## config.mk

```make
export PLATFORM = sky130hd
export DESIGN_NAME = r4u3_one_ctrl
export DESIGN_NICKNAME = d
export VERILOG_FILES = /design/src/rtl/r4u3_one_ctrl.sv
export SDC_FILE = /design/constraint.sdc
export NUM_CORES = 1
export LEC_CHECK = 0
export BUFFER_PORTS_ARGS = -buffer_cell sky130_fd_sc_hd__buf_2
export CORE_MARGIN = 2
export CORE_UTILIZATION = 45
export CTS_CLUSTER_DIAMETER = 150
export DETAILED_ROUTE_END_ITERATION = 8
export PLACE_DENSITY = 0.83
export SYNTH_ARGS = -nofsm -noshare
export SYNTH_HDL_FRONTEND = slang
export SYNTH_SLANG_ARGS = --single-unit
export TNS_END_PERCENT = 5
```

## constraint.sdc

```tcl
create_clock -name clk_sys -period 4.2 [get_ports clk_sys]
set_input_delay 0.84 -clock clk_sys [delete_from_list [all_inputs] [get_ports clk_sys]]
set_output_delay 0.84 -clock clk_sys [all_outputs]
set_load 0.01 [all_outputs]
```

## src/rtl/r4u3_one_ctrl.sv

```systemverilog
// Radix-4 stage-one controller: fills a frame into RAM in natural order,
// then drains it in butterfly order (k, k+S, k+2S, k+3S).
`ifndef MAN_WIDTH
`define MAN_WIDTH 12
`endif
`ifndef EXP_WIDTH
`define EXP_WIDTH 8
`endif

module r4u3_one_ctrl #(
   parameter int W = `MAN_WIDTH+`MAN_WIDTH+`EXP_WIDTH
) (
   input  logic         clk_sys,
   input  logic         rst_sys,
   input  logic [1:0]   cfg_len,
   input  logic         in_valid,
   output logic         in_ready,
   input  logic [W-1:0] in_data,
   output logic         ram_wr_en,
   output logic [7:0]   ram_wr_addr,
   output logic [W-1:0] ram_wr_data,
   output logic [7:0]   ram_rd_addr,
   input  logic [W-1:0] ram_rd_data,
   output logic         out_valid,
   output logic [W-1:0] out_data,
   output logic [1:0]   out_leg,
   output logic         out_sof,
   output logic         out_eof,
   output logic         busy
);

   typedef enum logic [1:0] {
      S_IDLE,
      S_FILL,
      S_DRAIN
   } state_t;

   state_t      r_state;
   state_t      w_next;
   logic [7:0]  r_wr_cnt;
   logic [7:0]  r_rd_cnt;
   logic [7:0]  r_len_m1;
   logic [7:0]  w_cfg_m1;
   logic [7:0]  w_len_m1;
   logic [7:0]  w_s;
   logic [7:0]  w_k;
   logic [1:0]  w_j;
   logic        w_acc;
   logic        w_wr_last;
   logic        w_rd_last;
   logic        r_out_valid;
   logic [1:0]  r_out_leg;
   logic        r_out_sof;
   logic        r_out_eof;

   // Length is held as len-1 so the last-index compare needs no subtract
   always_comb begin
      w_cfg_m1 = 8'd255;
      unique case (cfg_len)
         2'd0:    w_cfg_m1 = 8'd15;
         2'd1:    w_cfg_m1 = 8'd63;
         default: w_cfg_m1 = 8'd255;
      endcase
   end

   assign w_len_m1  = (r_state == S_IDLE) ? w_cfg_m1 : r_len_m1;
   assign in_ready  = !rst_sys && (r_state != S_DRAIN);
   assign w_acc     = in_valid && in_ready;
   assign w_wr_last = w_acc && (r_wr_cnt == w_len_m1);
   assign w_rd_last = (r_state == S_DRAIN) && (r_rd_cnt == r_len_m1);

   assign ram_wr_en   = ~w_acc;
   assign ram_wr_addr = r_wr_cnt;
   assign ram_wr_data = in_data;

   assign w_j = r_rd_cnt[1:0];
   assign w_k = {2'b00, r_rd_cnt[7:2]};
   assign w_s = (r_len_m1 >> 2) + 8'd1;

   assign ram_rd_addr = (r_state == S_DRAIN) ?
                        ({6'd0, w_j} * w_s + w_k) : 8'd0;

   always_ff @(posedge clk_sys or posedge rst_sys) begin
      if (rst_sys) r_state <= S_IDLE;
      else         r_state <= w_next;
   end

   always_comb begin
      w_next = r_state;
      unique case (r_state)
         S_IDLE:  if (w_acc)     w_next = S_FILL;
         S_FILL:  if (w_wr_last) w_next = S_DRAIN;
         S_DRAIN: if (w_rd_last) w_next = S_IDLE;
         default: w_next = S_IDLE;
      endcase
   end

   always_ff @(posedge clk_sys or posedge rst_sys) begin
      if (rst_sys) begin
         r_wr_cnt <= 8'd0;
         r_len_m1 <= 8'd255;
      end else if (w_acc) begin
         if (r_state == S_IDLE) r_len_m1 <= w_cfg_m1;
         r_wr_cnt <= w_wr_last ? 8'd0 : r_wr_cnt + 8'd1;
      end
   end

   always_ff @(posedge clk_sys or posedge rst_sys) begin
      if (rst_sys) begin
         r_rd_cnt <= 8'd0;
      end else if (r_state == S_DRAIN) begin
         r_rd_cnt <= w_rd_last ? 8'd0 : r_rd_cnt + 8'd1;
      end
   end

   // Output tags line up with the RAM's one-cycle read latency
   always_ff @(posedge clk_sys or posedge rst_sys) begin
      if (rst_sys) begin
         r_out_valid <= 1'b0;
         r_out_leg   <= 2'd0;
         r_out_sof   <= 1'b0;
         r_out_eof   <= 1'b0;
      end else begin
         r_out_valid <= (r_state == S_DRAIN);
         r_out_leg   <= (r_state == S_DRAIN) ? w_j : 2'd0;
         r_out_sof   <= (r_state == S_DRAIN) && (r_rd_cnt == 8'd0);
         r_out_eof   <= w_rd_last;
      end
   end

   assign out_valid = r_out_valid;
   assign out_leg   = r_out_leg;
   assign out_sof   = r_out_sof;
   assign out_eof   = r_out_eof;
   assign out_data  = ram_rd_data;
   assign busy      = (r_state != S_IDLE);

endmodule

```

Yosys cells after proc, flatten, opt, wreduce, memory -nomap -nowiden
Index checks and enable logic that the tools add are counted.
Storage, ports and cells
  input port bits: 69
  register bits: 31
  word-level logic and storage cells: 44
  output and inout port bits: 88
Operators by class
  add/subtract/negate cells: 4
  multiply operators: 1
  reduce and logical (&&, ||, !) cells: 11
  mux-type cells: 10
  bitwise gates (word level): 1
  equality and inequality tests: 9
Operators with widths (count)
  8-bit 2-to-1 mux: 4
  8-bit by 1-bit adder with 8-bit output, second input constant: 2
  8-bit == test: 2
  8-bit case mux with 2 select lines: 1
  8-bit by 6-bit adder with 8-bit output: 1
  8-bit logical NOT: 1
  2-bit by 7-bit multiplier with 8-bit output: 1
  2-bit 2-to-1 mux: 4
  2-bit != test, second input constant: 4
  6-bit by 1-bit adder with 7-bit output, second input constant: 1
  2-bit case mux with 3 select lines: 1
  1-bit logical AND: 5
  2-bit by 1-bit == test with 1-bit output, second input constant: 2
  2-bit logical NOT: 2
  3-bit AND reduction: 1
  2-bit == test, second input constant: 1
  2-bit nonzero test: 1
  1-bit logical NOT: 1
  1-bit inverter: 1

Logic depth before layout (Yosys ltp)
Gate-level depths: netlist of the first run.
  word-level depth: 7
  gate-level depth with buffers: 13
  depth with buffers taken out: 12

Least setup slack after synthesis of the first run
Ideal clock, no wire load.
  path kind: register to output
  start: register r_len_m1[3]
  end: output port ram_rd_addr[7]
  data required time: 3360 ps
  data arrival time: 3053 ps
  setup slack: 307 ps
  path buffers: 1
  stages on the path, launching flop included: 13
  path through: dfstp_2 -> clkbuf_1 -> nand3_1 -> xnor2_1 -> nand2_1 -> fa_1 -> inv_1 -> ha_1 -> nor2b_1 -> o31a_1 -> o21a_1 -> or3_1 -> a21oi_1
Between the ends
  word-level cells in the longest chain between the ends: 4
Ends and longest elaborated chain
  from (decl): line 42  | logic [7:0] r_len_m1;
  from (signal assigned): line 103  | if (r_state == S_IDLE) r_len_m1 <= w_cfg_m1;
  6-bit by 1-bit adder with 7-bit output: line 78  | assign w_s = (r_len_m1 >> 2) + 8'd1;
  2-bit by 7-bit multiplier with 8-bit output: line 81  | ({6'd0, w_j} * w_s + w_k) : 8'd0;
  8-bit by 6-bit adder with 8-bit output: line 81
  8-bit 2-to-1 mux: line 80  | assign ram_rd_addr = (r_state == S_DRAIN) ?
  to (decl): line 22  | output logic [7:0] ram_rd_addr,
Every way passes these cells.

Worst setup path in the final report of the first run
Ends and elaborated chain as after synthesis.

==> results_dict.tcl, run 1 <==
set metrics [dict create \
    status "finished, final reports clean" \
    drc 0 \
    vias 1997 \
    synth-main-ff-cell "dfrtp_1" \
    cp.arrival_ns 3.34 \
    antenna_found_initial 0 \
    pre_cts_slack_ns 0.123 \
    hold_slack_ns 0.518 \
    slowest_delay_ns 0.55 \
    min_path_type "reg2reg" \
    yosysSeqAreaShare_pct 28.8 \
    start_util_pct 46.4 \
    wl_per_cell_um 14.8 \
    critPathLaunchType "flop" \
    crit_chain "buf_4, ha_4, xor2_2, nand2_1, fa_1, inv_2, ha_4, nor2b_4, o31a_1, o21a_1, or3_1, a21oi_1, buf_2" \
    synth.top_cell.area_share_pct 21.1 \
    pwr_density_cell_nw_per_um2 376 \
    synth.cell_area_um2 2730 \
    synth_cell_types 47 \
    fin_ws_ns 0.0224 \
    max_freq_mhz 239 \
    tightestPinTransition_ns 0.638 \
    worstSetupPathType "reg2out" \
    cts_hold_buffers 0 \
    drt_wl_total_um 5540 \
    clockRootBuffer "clkbuf_8" \
    leakagePower_nw 1.30 \
    whs_path_depth 1 \
    cts.clk_slew.worst_paths_ns 0.07 \
    reg2reg_depth 7 \
    cts_num_sinks 31 \
    fillers 551 \
    ys_seq_elements 31 \
    cp_max_fo 3 \
    cts_tree "done" \
    synth_area_leader_cell "dfrtp_1" \
    cpMostUsedCell "ha_4" \
    grt_max_degree 18 \
    grt_setup_unrepaired "true" \
    ir_drop_mv 0.305 \
    num_io_pins 157 \
    power_mw 1.06 \
    synthArstFlopShare_pct 100 \
    slew_headroom_pct 57.4 \
    synth_most_common_cell "buf_4" \
    slew_viol_final 0 \
    core_um2 5890 \
    drt_pass1_iterations 4 \
    synth-edff-count 0 \
    rows 28 \
    period_share_pct 99.5 \
    overflow 0 \
    htree_levels 2 \
    fin_tns_setup_ns 0 \
    synth_common_cells "buf_4, nor2_1, inv_1" \
    synth_area_leaders "dfrtp_1, buf_4, dfstp_2" \
    synth_cells 320 \
    drt-vias-per-instance 5.33 \
    critPathTopFamily "adder cells" \
    diodes 0 \
    endpoint_kind "output port" \
    numCtsBuffers 5 \
    die_width_um 81.9 \
    cts.path.max_buffers 2 \
    grt_pass1_vias 2014 \
    synth_nets 407 \
    dieArea_um2 6710 \
    final_layout_size_suffix_gt1_share_pct 32.0 \
    crit_buf_inv 3 \
    synth_warnings 0 \
    nets 386 \
    drv_cap 0 \
    dp_hpwl_um 3660 \
    grt_use_total_pct 17.6 \
    syn_to_final_growth_pct 3.07 \
    port_buffers 28 \
    finClkSkew_ns 0.00499 \
    critical_path_required_ns 3.36 \
    hold_viol 0 \
    clock_latency_ns 0.29 \
    post-route-util_pct 47.8 \
    grt_pass1_wl_um 9090 \
    cp_slowest_cell "dfstp_2" \
    fp.dieH_um 81.9 \
    finalSetupViolations 0 \
    worst-path-stages 13 \
    first_iter_violations 157 \
    gp_congestion 0.812 \
    syn_area_per_cell_um2 8.54 \
    fin_crit_ns 4.18 \
    antenna_left 0 \
]
-- path summary, 6_finish.rpt --
kind,start,endpoint,slack [ns]
min in group asynchronous,rst_sys,ram_wr_addr[0],0.64
min reg2reg,r_rd_cnt[7],out_sof,0.52
max,r_len_m1[3],ram_rd_addr[7],0.02
max in group asynchronous,rst_sys,r_len_m1[0],2.85
max reg2reg,r_state[0],r_len_m1[4],1.57
min,r_rd_cnt[7],out_sof,0.52
-- worst reg2reg max path: stages, from the launching register on --
cell and delay [ns]:
dfrtp_1 0.58, nand2b_1 0.52, inv_2 0.28, nor2_1 0.44, inv_1 0.17, nor2_2 0.33, nand2_1 0.12, o21a_1 0.13
-- cell families after synthesis --
| group | synth area share [%] |
|---|---|
| simple gates | 21.3 |
| buf+inv | 23.3 |
| compound gates | 8.06 |
| flops | 28.8 |
| xor+xnor | 8.66 |
| fa+ha+maj | 9.89 |
-- power by group --
part | internal [mW] | switching [mW]
Combinational | 0.189 | 0.170
Clock | 0.149 | 0.116
Sequential | 0.358 | 0.0754
-- cell usage in the layout (no fill, tap or decap), types with 3 or more instances in the layout --
cell | netlist | final
and2_1 | 3 | 3
or2_2 | 5 | 5
o21a_1 | 4 | 4
or3_1 | 5 | 5
nand2b_1 | 3 | 3
xnor2_2 | 0 | 3
nor3_1 | 5 | 5
a21o_1 | 3 | 3
buf_2 | 1 | 28
nand3_1 | 12 | 9
xor2_1 | 18 | 17
o21ai_0 | 12 | 12
nor4_1 | 3 | 3
inv_2 | 1 | 5
clkbuf_8 | 0 | 7
fa_1 | 6 | 5
ha_4 | 0 | 4
buf_4 | 64 | 19
inv_1 | 24 | 20
xnor2_1 | 9 | 6
nor2_1 | 29 | 29
nand4_1 | 7 | 7
dfrtp_1 | 23 | 23
nand2_1 | 22 | 21
dfstp_2 | 8 | 8
ha_1 | 12 | 7
-- repair_timing --
item,in CTS,in global routing
buffers inserted,16,3
resized for setup,16,10
setup endpoints to repair,2,2
pin swaps,11,18
-- area by class of cell --
type	count	area, um^2	area share, %
inverters	25	93.8	3.33
clock inverters	1	7.51	0.267
multi-input cells	188	1440	51.3
well taps	75	93.8	3.33
flip-flops and latches	31	786	27.9
repair buffers	48	294	10.4
clock buffers	7	96.3	3.42
-- state kept, by name, indices dropped and copies added (netlist names) --
register     flops
ram_wr_addr      8
r_state          2
out_valid        1
out_leg          2
out_eof          1
r_len_m1         8
r_rd_cnt         8
out_sof          1
-- metal layers --
| metal | share of wire, % | GRT usage, % | vias up |
|---|---|---|---|
| li1 | - | - | 944 |
| met1 | 41 | 20.5 | 958 |
| met2 | 50 | 29.7 | 79 |
| met3 | 7.4 | 5.82 | 16 |
| met4 | 1.9 | 7.50 | 0 |
| met5 | 0 | 0 | - |
-- through the flow --
step | std cells | instance area [um^2]
after floorplan | 320 | 2730
after global placement | 348 | 2430
after detailed placement | 348 | 2430
after CTS | 372 | 2760
after global routing | 375 | 2820
final | 375 | 2820
(Power assumes the default switching activity.)
==> inputs of run 2 (changes only) <==
- CORE_MARGIN: 2 -> not set
- PLACE_DENSITY: 0.83 -> 0.78
==> results_dict.tcl, run 2 (synthesis results as in run 1) <==
set metrics [dict create \
    status "finished, violations left" \
    violations "negative setup slack" \
    grt_pass1_wl_um 8780 \
    layout_common_cells "nor2_1, buf_2, dfrtp_1, nand2_1, inv_1" \
    finClkSkew_ns 0.00358 \
    nets 386 \
    dp_hpwl_um 3750 \
    final_layout_size_suffix_gt1_share_pct 31.7 \
    slowest_delay_ns 0.61 \
    drt-met1-wl_um 2330 \
    seq_power_share_pct 42.1 \
    final_area_um2 2840 \
    drt-vias-per-instance 5.40 \
    wl_met2_um 2950 \
    slew_headroom_pct 57.9 \
    p_clk_share_pct 21.9 \
    switching_share_pct 35.5 \
    leakagePower_nw 1.31 \
    cp_max_fo 4 \
    cp.arrival_ns 3.39 \
    num_io_pins 157 \
    reg2reg_depth 7 \
    cts.clk_slew.worst_paths_ns 0.07 \
    cts_num_sinks 31 \
    power.internal_mw 0.678 \
    placed_area_um2 2430 \
    grt_use_total_pct 18.1 \
    core_um2 5890 \
    start_util_pct 46.4 \
    cp-endpoint "ram_rd_addr[7]" \
    antenna_left 0 \
    grt_max_degree 18 \
    numCtsBuffers 5 \
    cts_hold_buffers 0 \
    finalSetupViolations 1 \
    clockRootBuffer "clkbuf_8" \
    fin_crit_ns 4.23 \
    r2r_setup_slack_ns 1.67 \
    cts_tree "done" \
    critical_path_required_ns 3.36 \
    cts.path.max_buffers 2 \
    drv_cap 0 \
    cp_slowest_cell "dfstp_2" \
    rows 28 \
    slew_viol_final 0 \
    critPathLaunch "r_len_m1[4]" \
    overflow 0 \
    die_width_um 79.9 \
    reg2reg_from "r_state[0]" \
    grt_pass1_vias 1880 \
    dr_wl_met3_um 374 \
    fp.dieH_um 79.9 \
    antenna_found_initial 0 \
    htree_levels 2 \
    comb_power_share_pct 36.0 \
    min_path_type "reg2reg" \
    dieArea_um2 6390 \
    r2r_end "r_len_m1[5]" \
    tightestPinTransition_ns 0.630 \
    pwr_density_cell_nw_per_um2 370 \
    port_buffers 28 \
    drt_wl_total_um 5810 \
    wl_per_cell_um 15.5 \
    first_iter_violations 115 \
    syn_to_final_growth_pct 4.12 \
    worstSetupPathType "reg2out" \
    fin_ws_ns -0.0292 \
    hold_viol 0 \
    period_share_pct 101 \
    max_freq_mhz 236 \
    mostFrequentLayoutCell "nor2_1" \
    drt_pass1_iterations 4 \
    top_layer "met4" \
    grt_setup_unrepaired "true" \
    vias 2026 \
    p_switching_mw 0.373 \
    drc 0 \
    gp_congestion 0.818 \
    power_mw 1.05 \
    crit_chain "buf_12, buf_4, xor2_2, nand2_1, fa_1, fa_2, nor2b_4, o31a_1, o21a_1, or3_1, a21oi_1, buf_2" \
    diodes 0 \
    endpoint_kind "output port" \
    ir_drop_mv 0.275 \
    clock_latency_ns 0.29 \
    critPathLaunchType "flop" \
]
run 2: layer usage:
| layer | GRT usage, % | up-vias |
|---|---|---|
| met1 | 21.5 | 977 |
| met5 | 0 | - |
| met2 | 29.0 | 83 |
| met3 | 5.37 | 26 |
| li1 | - | 940 |
| met4 | 10.2 | 0 |
run 2: final cells by class:
cell class | instances | area [um^2]
inverter | 25 | 93.8
clock buffer | 6 | 72.6
timing repair buffer | 48 | 323
clock inverter | 2 | 12.5
sequential | 31 | 786
tap | 75 | 93.8
multi-input combinational | 188 | 1460
fill | 549 | 3040
run 2: power groups by stage:
stage                     Clock, mW  Combinational [mW]  Sequential (mW)
final                         0.230               0.378            0.443
after global routing          0.249               0.408            0.450
after CTS                     0.236               0.290            0.436
after detailed placement          0               0.227            0.457
after global placement            0               0.219            0.449
after floorplan                   0               0.264            0.412
run 2: worst max-delay path, delay by kind of cell (launching register included):
kind / cells / cell delay (ns)
adder cells (fa/ha/maj): 2 / 0.82
flip-flops: 1 / 0.61
AO/OA/AOI/OAI: 3 / 0.60
AND/OR/NAND/NOR: 3 / 0.52
buffers and inverters: 3 / 0.39
XOR/XNOR: 1 / 0.15
run 2: through the flow:
stage | setup TNS [ns] | std cells | utilization (%) | worst slack [ns] | hold slack, ns
after floorplan | 0 | 320 | - | 0.307 | 0.450
after global placement | 0 | 348 | 41.3 | 0.180 | 0.477
after detailed placement | 0 | 348 | 41.3 | 0.122 | 0.484
after CTS | 0 | 365 | 45.0 | 0.0150 | 0.498
after global routing | -0.247 | 375 | 48.3 | -0.164 | 0.519
final | -0.0292 | 375 | 48.3 | -0.0292 | 0.492
run 2: worst min-delay path by stage:
stage / start / to / slack [ns] / depth (start not counted)
2_1_floorplan: r_rd_cnt[7] / out_sof / 0.45 / 1
3_3_place_gp: r_rd_cnt[7] / out_sof / 0.48 / 1
3_5_place_dp: r_rd_cnt[7] / out_sof / 0.48 / 1
4_1_cts: r_rd_cnt[7] / out_sof / 0.50 / 1
5_1_grt: r_rd_cnt[7] / out_sof / 0.52 / 1
6_report: r_rd_cnt[7] / out_sof / 0.49 / 1
run 2: repair_timing:
action | 4_1_cts | 5_1_grt
endpoints found under the setup margin | 2 | 2
buffers inserted | 9 | 10
pin swaps | 2 | 22
gates resized for setup | 7 | 22
